==> config.mk <==
export PLATFORM = sky130hd
export DESIGN_NAME = spi_config_master_flat
export DESIGN_NICKNAME = d
export VERILOG_FILES = /design/src/rtl/spi_config_master_if.sv /design/src/rtl/spi_config_master.sv /design/src/flat_wrapper.sv
export SDC_FILE = /design/constraint.sdc
export NUM_CORES = 1
export LEC_CHECK = 0
export BUFFER_PORTS_ARGS = -buffer_cell sky130_fd_sc_hd__buf_2
export CAP_MARGIN = 20
export CORE_ASPECT_RATIO = 1.75
export CORE_MARGIN = 1.5
export CORE_UTILIZATION = 45
export DETAILED_ROUTE_END_ITERATION = 7
export PLACE_DENSITY_LB_ADDON = 0.1
export SLEW_MARGIN = 20
export SYNTH_ARGS = -nofsm -noshare
export SYNTH_HDL_FRONTEND = slang
export SYNTH_SLANG_ARGS = --single-unit
export TNS_END_PERCENT = 5
==> constraint.sdc <==
create_clock -name clk -period 2 [get_ports clk]
set_input_delay 0.4 -clock clk [delete_from_list [all_inputs] [get_ports clk]]
set_output_delay 0.4 -clock clk [all_outputs]
set_load 0.005 [all_outputs]
==> src/rtl/spi_config_master_if.sv <==
// Request/response bundle of the SPI configuration master.
//   req_valid/req_ready : handshake for one 16-bit config word
//   req_addr/req_data   : word bits 15:8 and 7:0
//   resp_valid          : one-cycle strobe when a frame completes
//   resp_data           : last 8 MISO bits captured in the frame
//   busy                : frame or inter-frame gap in progress
// The master modport is the requesting side; the slave modport is the
// SPI engine that serves the request.
interface spi_config_master_if;
    logic       req_valid;
    logic       req_ready;
    logic [7:0] req_addr;
    logic [7:0] req_data;
    logic       resp_valid;
    logic [7:0] resp_data;
    logic       busy;

    modport master (
        output req_valid, req_addr, req_data,
        input  req_ready, resp_valid, resp_data, busy
    );

    modport slave (
        input  req_valid, req_addr, req_data,
        output req_ready, resp_valid, resp_data, busy
    );
endinterface

==> src/rtl/spi_config_master.sv <==
// SPI mode-0 master that sends one 16-bit configuration word per request,
// MSB first, and returns the last 8 bits read back on MISO.
//   clk, rst  : single clock, asynchronous active-high reset
//   req_if    : request/response bundle (slave side)
//   SCLK      : SPI clock, idles low, half-period = halfper clk cycles
//   CSB       : active-low chip select, low for exactly 33*halfper cycles
//   MOSI      : serial data out, changes on SCLK falling edge
//   MISO      : serial data in, already synchronous to clk
// A frame is 16 SHIFT_LO/SHIFT_HI pairs followed by one extra SHIFT_LO hold
// phase with MOSI low, then a GAP of `gap` cycles with CSB high.
module spi_config_master #(
    parameter int unsigned halfper = 4,
    parameter int unsigned gap     = 8
) (
    input  logic               clk,
    input  logic               rst,
    spi_config_master_if.slave req_if,
    output logic               SCLK,
    output logic               CSB,
    output logic               MOSI,
    input  logic               MISO
);

    typedef enum logic [1:0] {
        IDLE     = 2'd0,
        SHIFT_LO = 2'd1,
        SHIFT_HI = 2'd2,
        GAP      = 2'd3
    } state_t;

    localparam logic [7:0] PHASE_LAST = 8'(halfper - 1);
    localparam logic [7:0] GAP_LAST   = 8'(gap - 1);
    localparam logic [4:0] LAST_BIT   = 5'd15;
    // Bit counter value that marks the trailing hold phase.
    localparam logic [4:0] HOLD_MARK  = 5'd16;

    state_t      state_r, state_s;
    logic [7:0]  phase_r, phase_s;
    logic [4:0]  bit_r, bit_s;
    logic [15:0] tx_r, tx_s;
    logic [15:0] rx_r, rx_s;
    logic        csb_r, csb_s;
    logic        sclk_r, sclk_s;
    logic        mosi_r, mosi_s;
    logic        rvalid_r, rvalid_s;
    logic [7:0]  rdata_r, rdata_s;
    logic        phase_end_s;
    logic        gap_end_s;

    // Next-state and next-output computation for the frame sequencer.
    always_comb begin
        state_s     = state_r;
        phase_s     = phase_r;
        bit_s       = bit_r;
        tx_s        = tx_r;
        rx_s        = rx_r;
        csb_s       = csb_r;
        sclk_s      = sclk_r;
        mosi_s      = mosi_r;
        rvalid_s    = 1'b0;
        rdata_s     = rdata_r;
        phase_end_s = (phase_r == PHASE_LAST);
        gap_end_s   = (phase_r == GAP_LAST);

        case (state_r)
            IDLE: begin
                phase_s = 8'd0;
                if (req_if.req_valid) begin
                    // CSB and the first bit go out on the very next cycle.
                    state_s = SHIFT_LO;
                    tx_s    = {req_if.req_addr, req_if.req_data};
                    bit_s   = 5'd0;
                    csb_s   = 1'b0;
                    sclk_s  = 1'b0;
                    mosi_s  = req_if.req_addr[7];
                end else begin
                    csb_s  = 1'b1;
                    sclk_s = 1'b0;
                    mosi_s = 1'b0;
                end
            end

            SHIFT_LO: begin
                if (!phase_end_s) begin
                    phase_s = phase_r + 8'd1;
                end else if (bit_r == HOLD_MARK) begin
                    // Hold phase done: release CSB and report the read-back.
                    phase_s  = 8'd0;
                    state_s  = GAP;
                    csb_s    = 1'b1;
                    mosi_s   = 1'b0;
                    rvalid_s = 1'b1;
                    rdata_s  = rx_r[7:0];
                end else begin
                    // SCLK rises next cycle; MISO is captured at this edge.
                    phase_s = 8'd0;
                    state_s = SHIFT_HI;
                    sclk_s  = 1'b1;
                    rx_s    = {rx_r[14:0], MISO};
                end
            end

            SHIFT_HI: begin
                if (!phase_end_s) begin
                    phase_s = phase_r + 8'd1;
                end else begin
                    phase_s = 8'd0;
                    state_s = SHIFT_LO;
                    sclk_s  = 1'b0;
                    bit_s   = bit_r + 5'd1;
                    tx_s    = {tx_r[14:0], 1'b0};
                    if (bit_r == LAST_BIT) begin
                        mosi_s = 1'b0;
                    end else begin
                        mosi_s = tx_r[14];
                    end
                end
            end

            GAP: begin
                if (gap_end_s) begin
                    phase_s = 8'd0;
                    state_s = IDLE;
                end else begin
                    phase_s = phase_r + 8'd1;
                end
            end

            default: begin
                state_s = IDLE;
                phase_s = 8'd0;
                csb_s   = 1'b1;
                sclk_s  = 1'b0;
                mosi_s  = 1'b0;
            end
        endcase
    end

    // State register plus all datapath and output flops.
    always_ff @(posedge clk or posedge rst) begin
        if (rst) begin
            state_r  <= IDLE;
            phase_r  <= 8'd0;
            bit_r    <= 5'd0;
            tx_r     <= 16'd0;
            rx_r     <= 16'd0;
            csb_r    <= 1'b1;
            sclk_r   <= 1'b0;
            mosi_r   <= 1'b0;
            rvalid_r <= 1'b0;
            rdata_r  <= 8'd0;
        end else begin
            state_r  <= state_s;
            phase_r  <= phase_s;
            bit_r    <= bit_s;
            tx_r     <= tx_s;
            rx_r     <= rx_s;
            csb_r    <= csb_s;
            sclk_r   <= sclk_s;
            mosi_r   <= mosi_s;
            rvalid_r <= rvalid_s;
            rdata_r  <= rdata_s;
        end
    end

    assign req_if.req_ready  = (state_r == IDLE);
    assign req_if.busy       = (state_r != IDLE);
    assign req_if.resp_valid = rvalid_r;
    assign req_if.resp_data  = rdata_r;
    assign SCLK              = sclk_r;
    assign CSB               = csb_r;
    assign MOSI              = mosi_r;

endmodule

==> src/flat_wrapper.sv <==
// flat-port wrapper written by rule: the top's interface ports become plain ports
module spi_config_master_flat 
#(
    parameter int unsigned halfper = 4,
    parameter int unsigned gap     = 8
)
  (clk, rst, SCLK, CSB, MOSI, MISO, req_if_req_valid, req_if_req_addr, req_if_req_data, req_if_req_ready, req_if_resp_valid, req_if_resp_data, req_if_busy);
  spi_config_master_if req_if_i ();
  input  logic clk;
  input  logic rst;
  output logic SCLK;
  output logic CSB;
  output logic MOSI;
  input  logic MISO;
  input wire logic [$bits(req_if_i.req_valid)-1:0] req_if_req_valid;
  input wire logic [$bits(req_if_i.req_addr)-1:0] req_if_req_addr;
  input wire logic [$bits(req_if_i.req_data)-1:0] req_if_req_data;
  output wire logic [$bits(req_if_i.req_ready)-1:0] req_if_req_ready;
  output wire logic [$bits(req_if_i.resp_valid)-1:0] req_if_resp_valid;
  output wire logic [$bits(req_if_i.resp_data)-1:0] req_if_resp_data;
  output wire logic [$bits(req_if_i.busy)-1:0] req_if_busy;
  assign req_if_i.req_valid = req_if_req_valid;
  assign req_if_i.req_addr = req_if_req_addr;
  assign req_if_i.req_data = req_if_req_data;
  assign req_if_req_ready = req_if_i.req_ready;
  assign req_if_resp_valid = req_if_i.resp_valid;
  assign req_if_resp_data = req_if_i.resp_data;
  assign req_if_busy = req_if_i.busy;
  spi_config_master #(.halfper(halfper), .gap(gap)) u_core (.clk(clk), .rst(rst), .req_if(req_if_i), .SCLK(SCLK), .CSB(CSB), .MOSI(MOSI), .MISO(MISO));
endmodule
==> results of run 1 <==
[state kept, by name, indices dropped and copies added (netlist names)]
register / count
u_core.phase_r: 8
u_core.SCLK: 1
u_core.bit_r: 5
u_core.CSB: 1
u_core.req_if.resp_valid: 1
u_core.tx_r: 15
u_core.state_r: 2
u_core.req_if.resp_data: 8
u_core.MOSI: 1
u_core.rx_r: 8
[power by group through the flow]
stage / Combinational [uW] / Sequential (uW) / Clock (uW)
after floorplan: 1140 / 1540 / 0
after global placement: 1650 / 1590 / 0
after detailed placement: 1670 / 1600 / 0
after CTS: 1680 / 1580 / 619
after global routing: 1850 / 1630 / 654
final: 1670 / 1580 / 597
[stage by stage]
stage               power (uW)  setup WS (ps)
finish                    3841          127.8
global route              4132          16.04
CTS                       3881          131.5
detailed placement        3275          155.6
global placement          3241          135.0
floorplan                 2672          93.71
[worst min-delay path by stage]
stage | slack, ps | cells past startpoint | to | from
finish | 110 | 3 | u_core.phase_r[7]$_DFF_PP0_ | rst
global route | 150 | 3 | u_core.req_if.resp_data[6]$_DFFE_PP0P_ | rst
CTS | 130 | 3 | u_core.phase_r[2]$_DFF_PP0_ | rst
detailed placement | 460 | 1 | u_core.phase_r[0]$_DFF_PP0_ | u_core.phase_r[0]$_DFF_PP0_
global placement | 450 | 1 | u_core.phase_r[0]$_DFF_PP0_ | u_core.phase_r[0]$_DFF_PP0_
floorplan | 430 | 1 | u_core.phase_r[0]$_DFF_PP0_ | u_core.phase_r[0]$_DFF_PP0_
[cell usage after synthesis (all sizes together), types with 2 or more instances]
cell type  count  area [sq um]
a21oi          5         25.02
a22oi          2         15.01
a31oi          3         18.77
and3           4         25.02
buf            4         27.52
clkbuf         3         11.26
dfrtp         49          1226
ha             9         112.6
inv           13         48.80
mux2          45         506.7
mux2i          3         30.03
nand2         10         37.54
nand3         11         80.07
nor2          20         93.84
nor2b          3         18.77
nor3           5         25.02
o21ai         10         50.04
o221ai         2         17.52
xor2           4         35.03
[cell families (layout without fill, tap and decap cells)]
family,Yosys count,after routing,synth area share (%)
adders and majority gates,9,9,4.367
xor gates and xnor gates,5,5,1.698
muxes,48,48,20.81
AOI/OAI and AO/OA,32,32,8.103
and+or+nand+nor,59,59,13.05
DFF,50,50,48.57
buffers and inverters,20,76,3.396
[worst register-to-register path: stages (launching register included)]
cell and delay, ps:
dfrtp_1 390, buf_4 150, ha_1 280, nor2b_1 170, a31oi_1 90, nor2_2 180
buf_12 170, mux2_2 340
[final cells by class]
type / count / area (sq um) / area share [%]
clock inverter: 3 / 21.27 / 0.6905
timing repair buffer: 55 / 355.3 / 11.54
multi-input combinational: 153 / 1239 / 40.21
sequential: 50 / 1252 / 40.66
clock buffer: 5 / 68.82 / 2.234
tap: 76 / 95.09 / 3.087
inverter: 13 / 48.80 / 1.584
[routing by layer]
layer,vias up,part of all wire [%],global-route usage [%]
li1,897,-,-
met1,913,39,21.09
met2,42,56,33.78
met3,10,3.6,3.890
met4,0,2.2,7.350
met5,-,0,0
==> results.py, run 1 <==
metrics = {
    "clock_network": {
        "cts_buffer_depth": 2,
        "clkLatencyLatePin_ps": 300,
        "cts_setup_buffers": 0,
        "root_buffer": "clkbuf_8",
        "cts_tree": "done",
        "htree_levels": 2,
        "cts-hold-fix-buffers": 0,
        "cts_resized": 0,
        "numCtsBuffers": 5,
        "clock_sink_count": 50,
        "clk_pin_slew_ps": 90,
    },
    "critical_path": {
        "cp.depth": 7,
        "timing.rr.start": "u_core.state_r[1]$_DFFE_PP0P_",
        "rr_endpoint": "u_core.tx_r[3]$_DFFE_PP0P_",
        "r2r.worst_path.cells": 7,
        "crit_family": "flip-flops",
        "startpoint_type": "flip-flop",
        "critical_path_class": "reg -> reg",
        "cp_max_fo": 14,
        "crit_path_max_incr_delay_ps": 390,
        "required_ps": 2200,
        "crit_buf_inv": 2,
        "worstPathCellList": "buf_4 > ha_1 > nor2b_1 > a31oi_1 > nor2_2 > buf_12 > mux2_2",
        "cp.arrival_ps": 2070,
        "setup.worst_path.start": "u_core.state_r[1]$_DFFE_PP0P_",
        "regToRegSetupSlack_ps": 130,
        "cpMaxStageDelayCell": "dfrtp_1",
        "endpoint": "u_core.tx_r[3]$_DFFE_PP0P_",
        "crit_path_end_kind": "flip-flop",
    },
    "sta": {
        "drv_slew": 0,
        "setup_viol": 0,
        "whs_ps": 114.0,
        "fin_crit_sh_pct": 93.61,
        "fmax_ghz": 0.5341,
        "fin_crit_ps": 1872,
        "clock_skew_ps": 4.753,
        "tightest_slew_ps": 401.1,
        "relSlewSlack_pct": 73.18,
        "finalHoldViolCount": 0,
        "finalSetupTns_ps": 0,
        "rsz0062_at_grt": "false",
    },
    "routing": {
        "vias": 1862,
        "first_iter_violations": 81,
        "ant_nets": 0,
        "drc": 0,
        "wirelength_microns": 5178,
        "routedWlPerCell_microns": 14.59,
        "first_pass_iters": 4,
        "routed_via_density": 5.245,
    },
    "pwr": {
        "cellLeakagePower_uw": 0.001462,
        "p_int_uw": 2469,
        "netSwitchingFraction_pct": 35.73,
        "powerDensity_nw_per_um2": 1247,
        "seqPwrFrac_pct": 41.1,
        "pwr-share-clk_pct": 15.6,
        "combPwrFrac_pct": 43.4,
        "peakVddDrop_v": 0.0009273,
        "switchingPower_uw": 1372,
    },
    "synthesis": {
        "syn_nets": 252,
        "syn_area_sq_um": 2579,
        "synth_ff_type": "dfrtp_1",
        "yosysUniqueCellTypes": 45,
        "synthCells": 223,
        "syn_avg_cell_area_sq_um": 11.56,
        "yosysSeqAreaShare_pct": 48.57,
        "synthArstFlopShare_pct": 100.0,
        "yosysWarnings": 0,
        "ys_ff_latch": 50,
        "synth-edff-count": 0,
    },
    "floorplan": {
        "core_sq_um": 5540,
        "io_pins": 34,
        "die_h_microns": 103.1,
        "die_w_microns": 60.23,
        "initial_core_util_pct": 46.54,
        "dieArea_sq_um": 6212,
        "floorplan.rows": 36,
    },
    "worst_hold_path": {
        "hold_class": "in -> async",
    },
    "placed_design": {
        "hpwl_microns": 3872,
        "port_buffers": 33,
        "dpl.cell_count": 347,
        "dpl-instance-area_sq_um": 2990,
        "place_congestion": 0.8311,
    },
    "final_layout": {
        "final_nets": 307,
        "mostFrequentLayoutCells": "49 x dfrtp_1, 43 x mux2_2, 33 x buf_2, 20 x buf_4, 18 x nor2_1",
        "stdcell_area_sq_um": 3080,
        "fillerInstances": 500,
        "finalNonFillerCells": 355,
        "syn2layout_area_growth_pct": 19.46,
        "final_core_util_pct": 55.60,
        "num_antenna_cells": 0,
        "final_common_cell": "dfrtp_1",
        "drive_gt1_share_pct": 40.86,
    },
    "run": {
        "maxCapViolCount": 0,
    },
    "grt": {
        "grt_max_degree": 51,
        "grt_usage_pct": 18.81,
        "overflow": 0,
        "grt_pass1_vias": 1937,
        "antenna_found_initial": 0,
        "grt_first_pass_wirelength_microns": 8783,
    },
    "outcome": {
        "status": "finished clean",
    },
}
(Power assumes the default switching activity.)
==> inputs of run 2 (changes only) <==
Settings changed: SETUP_SLACK_MARGIN set to 0.2.
==> run 2 against run 1 <==
Effect of this change: flip-flop and latch count stayed put; total power is 6.0% higher; worst setup slack better by 58 ps; critical path type unchanged; largest power group unchanged.
==> results.py, run 2 (same netlist as run 1, synthesis figures left out) <==
metrics = {
    "clock_network": {
        "cts_tree": "done",
        "numCtsBuffers": 5,
        "htree_levels": 2,
        "root_buffer": "clkbuf_8",
        "clock_sink_count": 50,
        "clk_pin_slew_ps": 90,
        "clkLatencyLatePin_ps": 310,
        "cts_buffer_depth": 2,
    },
    "routing": {
        "drc": 0,
        "ant_nets": 0,
        "first_pass_iters": 4,
        "routedWlPerCell_microns": 15.01,
        "routed_via_density": 5.203,
        "vias": 1873,
        "first_iter_violations": 61,
        "wirelength_microns": 5405,
    },
    "floorplan": {
        "initial_core_util_pct": 46.54,
        "io_pins": 34,
        "dieArea_sq_um": 6212,
        "die_w_microns": 60.23,
        "die_h_microns": 103.1,
        "floorplan.rows": 36,
        "core_sq_um": 5540,
    },
    "pwr": {
        "powerDensity_nw_per_um2": 1281,
        "p_total_uw": 4072,
        "peakVddDrop_v": 0.0009166,
        "cellLeakagePower_uw": 0.001505,
    },
    "grt": {
        "grt_first_pass_wirelength_microns": 9197,
        "grt_usage_pct": 19.96,
        "antenna_found_initial": 0,
        "grt_pass1_vias": 1987,
        "grt_max_degree": 23,
        "overflow": 0,
    },
    "final_layout": {
        "largest_reg_flops": 15,
        "syn2layout_area_growth_pct": 23.29,
        "final_core_util_pct": 57.38,
        "mostFrequentLayoutCells": "49 x dfrtp_1, 43 x mux2_2, 33 x buf_2, 26 x buf_4, 18 x nor2_1",
        "final_nets": 312,
        "num_antenna_cells": 0,
        "drive_gt1_share_pct": 45.07,
        "regMostFlops": "u_core.tx_r",
        "stdcell_area_sq_um": 3179,
        "finalNonFillerCells": 360,
        "final_common_cell": "dfrtp_1",
    },
    "critical_path": {
        "required_ps": 2200,
        "crit_path_end_kind": "flip-flop",
        "cp_max_fo": 8,
        "cp.arrival_ps": 2020,
        "critical_path_class": "reg -> reg",
        "startpoint_type": "flip-flop",
    },
    "sta": {
        "fmax_ghz": 0.5512,
        "tightest_slew_ps": 444.8,
        "rsz0062_at_grt": "true",
        "relSlewSlack_pct": 70.30,
        "clock_skew_ps": 9.953,
        "fin_crit_ps": 1814,
        "fin_crit_sh_pct": 90.71,
        "finalHoldViolCount": 0,
        "finalSetupTns_ps": 0,
        "setup_viol": 0,
        "drv_slew": 0,
    },
    "placed_design": {
        "hpwl_microns": 4113,
        "port_buffers": 33,
        "dpl.cell_count": 347,
        "place_congestion": 0.8496,
        "dpl-instance-area_sq_um": 3012,
    },
    "run": {
        "maxCapViolCount": 0,
    },
    "worst_hold_path": {
        "hold_class": "in -> async",
    },
    "outcome": {
        "status": "finished clean",
    },
}
-- run 2: power by group --
part / total, uW / internal [uW] / switching (uW)
Combinational: 1730 / 909 / 823
Clock: 747 / 382 / 365
Sequential: 1590 / 1360 / 232
-- run 2: routing by layer --
layer	track usage (%)	vias up	share of wire, %
met4	8.889	0	2.1
met5	0	-	0
li1	-	915	-
met3	3.890	10	2.8
met2	35.20	29	57
met1	22.65	919	38
-- run 2: layout make-up --
cell class	count	area (sq um)
clock buffers	5	68.82
clock inverters	3	47.55
fillers	502	2361
inverters	13	48.80
multi-input cells	153	1286
flip-flops and latches	50	1252
well taps	76	95.09
repair buffers	60	380.4
-- run 2: what timing repair did --
item | CTS | global route
hold buffers | 0 | 0
hold endpoints to repair | 0 | 0
setup buffers | 5 | 0
endpoints found under the setup margin | 38 | 39
resized for setup | 2 | 3
pin swaps | 4 | 0
-- run 2: final timing paths --
kind	start	end	slack, ps	cells after the start
worst max-delay path	u_core.phase_r[0]$_DFF_PP0_	u_core.req_if.resp_data[7]$_DFFE_PP0P_	190	5
worst min-delay path	rst	u_core.tx_r[2]$_DFFE_PP0P_	80	2
worst max register to register	u_core.phase_r[0]$_DFF_PP0_	u_core.req_if.resp_data[7]$_DFFE_PP0P_	190	5
worst min register to register	u_core.tx_r[9]$_DFFE_PP0P_	u_core.tx_r[9]$_DFFE_PP0P_	510	1
max in group asynchronous	rst	u_core.tx_r[9]$_DFFE_PP0P_	1310	3
min in group clk	MISO	u_core.rx_r[0]$_DFFE_PP0P_	320	2
-- run 2: worst max-delay path, stage by stage, from the launching register on --
cell and delay [ps]:
dfrtp_1 410, ha_4 160, or4b_4 520, nor2_8 150
nand3_4 150, mux2_4 320
-- run 2: through the flow --
stage / hold slack [ps] / setup slack, ps
floorplan: 469.9 / 158.0
global placement: 432.9 / 152.8
detailed placement: 435.2 / 124.3
CTS: 90.05 / 180.0
global route: 123.7 / 112.0
finish: 81.39 / 185.9
==> inputs of run 3 (changes only) <==
--- a/constraint.sdc
+++ b/constraint.sdc
@@ -3,2 +3,2 @@
 set_output_delay 0.4 -clock clk [all_outputs]
-set_load 0.005 [all_outputs]
+set_load 0.02 [all_outputs]
==> run 3 against run 2 <==
Effect of this change: total power grew 4.3%; utilization grew 0.27 points; critical endpoint is now u_core.tx_r[4]$_DFFE_PP0P_; first-iteration DRC count is 39% lower; flip-flop and latch count is the same; clock skew shrank 3.0 ps; fmax is 1.0% lower; combinational power is 3% higher.
==> results.py, run 3 (same netlist as run 1, synthesis figures left out) <==
metrics = {
    "placed_design": {
        "dpl.cell_count": 339,
        "port_buffers": 33,
        "hpwl_microns": 3951,
        "dpl-instance-area_sq_um": 2959,
        "place_congestion": 0.8472,
    },
    "routing": {
        "wirelength_microns": 5302,
        "routed_via_density": 5.148,
        "first_pass_iters": 4,
        "routedWlPerCell_microns": 15.06,
        "vias": 1812,
        "ant_nets": 0,
        "first_iter_violations": 37,
        "drc": 0,
    },
    "clock_network": {
        "numCtsBuffers": 5,
        "clock_sink_count": 50,
        "cts-hold-fix-buffers": 0,
        "cts_buffer_depth": 2,
        "root_buffer": "clkbuf_8",
        "clkLatencyLatePin_ps": 310,
        "htree_levels": 2,
        "cts_tree": "done",
        "clk_pin_slew_ps": 90,
    },
    "floorplan": {
        "core_sq_um": 5540,
        "io_pins": 34,
        "die_w_microns": 60.23,
        "initial_core_util_pct": 46.54,
        "floorplan.rows": 36,
        "dieArea_sq_um": 6212,
        "die_h_microns": 103.1,
    },
    "pwr": {
        "peakVddDrop_v": 0.0006864,
        "powerDensity_nw_per_um2": 1330,
        "cellLeakagePower_uw": 0.001483,
        "p_total_uw": 4247,
    },
    "critical_path": {
        "critical_path_class": "reg -> reg",
        "worstPathCellList": "inv_1 > ha_4 > nor2b_1 > nor2_2 > buf_12 > mux2_2",
        "cp.arrival_ps": 2030,
        "crit_path_end_kind": "flip-flop",
        "crit_path_max_incr_delay_ps": 420,
        "cp_max_fo": 14,
        "regToRegSetupSlack_ps": 170,
        "cpMaxStageDelayCell": "dfrtp_1",
        "crit_family": "simple AND/OR/NAND/NOR gates",
        "startpoint_type": "flip-flop",
        "crit_buf_inv": 2,
        "required_ps": 2190,
    },
    "sta": {
        "tightest_slew_ps": 471.7,
        "fmax_ghz": 0.5455,
        "clock_skew_ps": 6.957,
        "fin_crit_sh_pct": 91.66,
        "setup_viol": 0,
        "relSlewSlack_pct": 68.51,
        "whs_ps": 98.83,
        "fin_crit_ps": 1833,
        "drv_slew": 0,
        "finalHoldViolCount": 0,
        "rsz0062_at_grt": "true",
        "finalSetupTns_ps": 0,
    },
    "grt": {
        "grt_first_pass_wirelength_microns": 8769,
        "grt_pass1_vias": 1902,
        "grt_max_degree": 30,
        "antenna_found_initial": 0,
        "grt_usage_pct": 19.12,
        "overflow": 0,
    },
    "worst_hold_path": {
        "hold_class": "in -> async",
    },
    "run": {
        "maxCapViolCount": 0,
    },
    "final_layout": {
        "final_nets": 304,
        "final_common_cell": "dfrtp_1",
        "drive_gt1_share_pct": 44.20,
        "finalNonFillerCells": 352,
        "largest_reg_flops": 15,
        "syn2layout_area_growth_pct": 23.87,
        "stdcell_area_sq_um": 3194,
        "mostFrequentLayoutCells": "47 x dfrtp_1, 43 x mux2_2, 33 x buf_2, 18 x nor2_1, 16 x buf_4",
        "multi_input_area_sq_um": 1313,
        "ff_latch_area_sq_um": 1255,
        "fillerInstances": 518,
        "regMostFlops": "u_core.tx_r",
        "num_antenna_cells": 0,
    },
    "outcome": {
        "status": "finished clean",
    },
}
[run 3: repair_timing]
| action | in CTS | in global routing |
|---|---|---|
| pin swaps | 4 | 3 |
| buffers inserted | 5 | 0 |
| setup endpoints to repair | 39 | 40 |
| resized for setup | 7 | 6 |
[run 3: final timing paths]
path	startpoint	endpoint	cells after the start
max	u_core.state_r[1]$_DFFE_PP0P_	u_core.tx_r[4]$_DFFE_PP0P_	6
min	rst	u_core.req_if.resp_data[5]$_DFFE_PP0P_	2
max reg2reg	u_core.state_r[1]$_DFFE_PP0P_	u_core.tx_r[4]$_DFFE_PP0P_	6
min reg2reg	u_core.req_if.resp_data[2]$_DFFE_PP0P_	u_core.req_if.resp_data[2]$_DFFE_PP0P_	1
max in group asynchronous	rst	u_core.phase_r[6]$_DFF_PP0_	3
min in group clk	MISO	u_core.rx_r[0]$_DFFE_PP0P_	2
[run 3: through the flow]
stage,utilization (%),setup WS [ps]
floorplan,-,144.5
CTS,57.20,138.7
detailed placement,53.41,52.30
global route,57.66,92.28
global placement,53.41,62.65
finish,57.66,166.8
[run 3: metal layers]
layer / vias to the layer above / global-route usage [%] / routed length [microns]
met5: - / 0 / 0
met4: 0 / 8.376 / 127
met3: 8 / 3.513 / 139
met2: 28 / 35.20 / 3007
met1: 883 / 20.45 / 2027
li1: 893 / - / -
[run 3: final cells by class]
type / instances / area share (%)
multi-input cells: 153 / 41.09
flip-flops and latches: 50 / 39.29
repair buffers: 52 / 10.65
well taps: 76 / 2.977
clock buffers: 6 / 2.585
clock inverters: 2 / 1.880
inverters: 13 / 1.528
[run 3: worst register-to-register path: cells and delay by family, from the launching register on]
family                     cells  cell delay (ps)
adders and majority gates      1              200
buffers and inverters          2              320
muxes                          1              270
and+or+nand+nor                2              520
DFF                            1              420
[run 3: where the power goes]
| part | internal (uW) | switching (uW) | total, uW |
|---|---|---|---|
| clock | 533 | 341 | 875 |
| combinational | 893 | 883 | 1780 |
| sequential | 1360 | 235 | 1600 |
| total | 2790 | 1460 | 4250 |
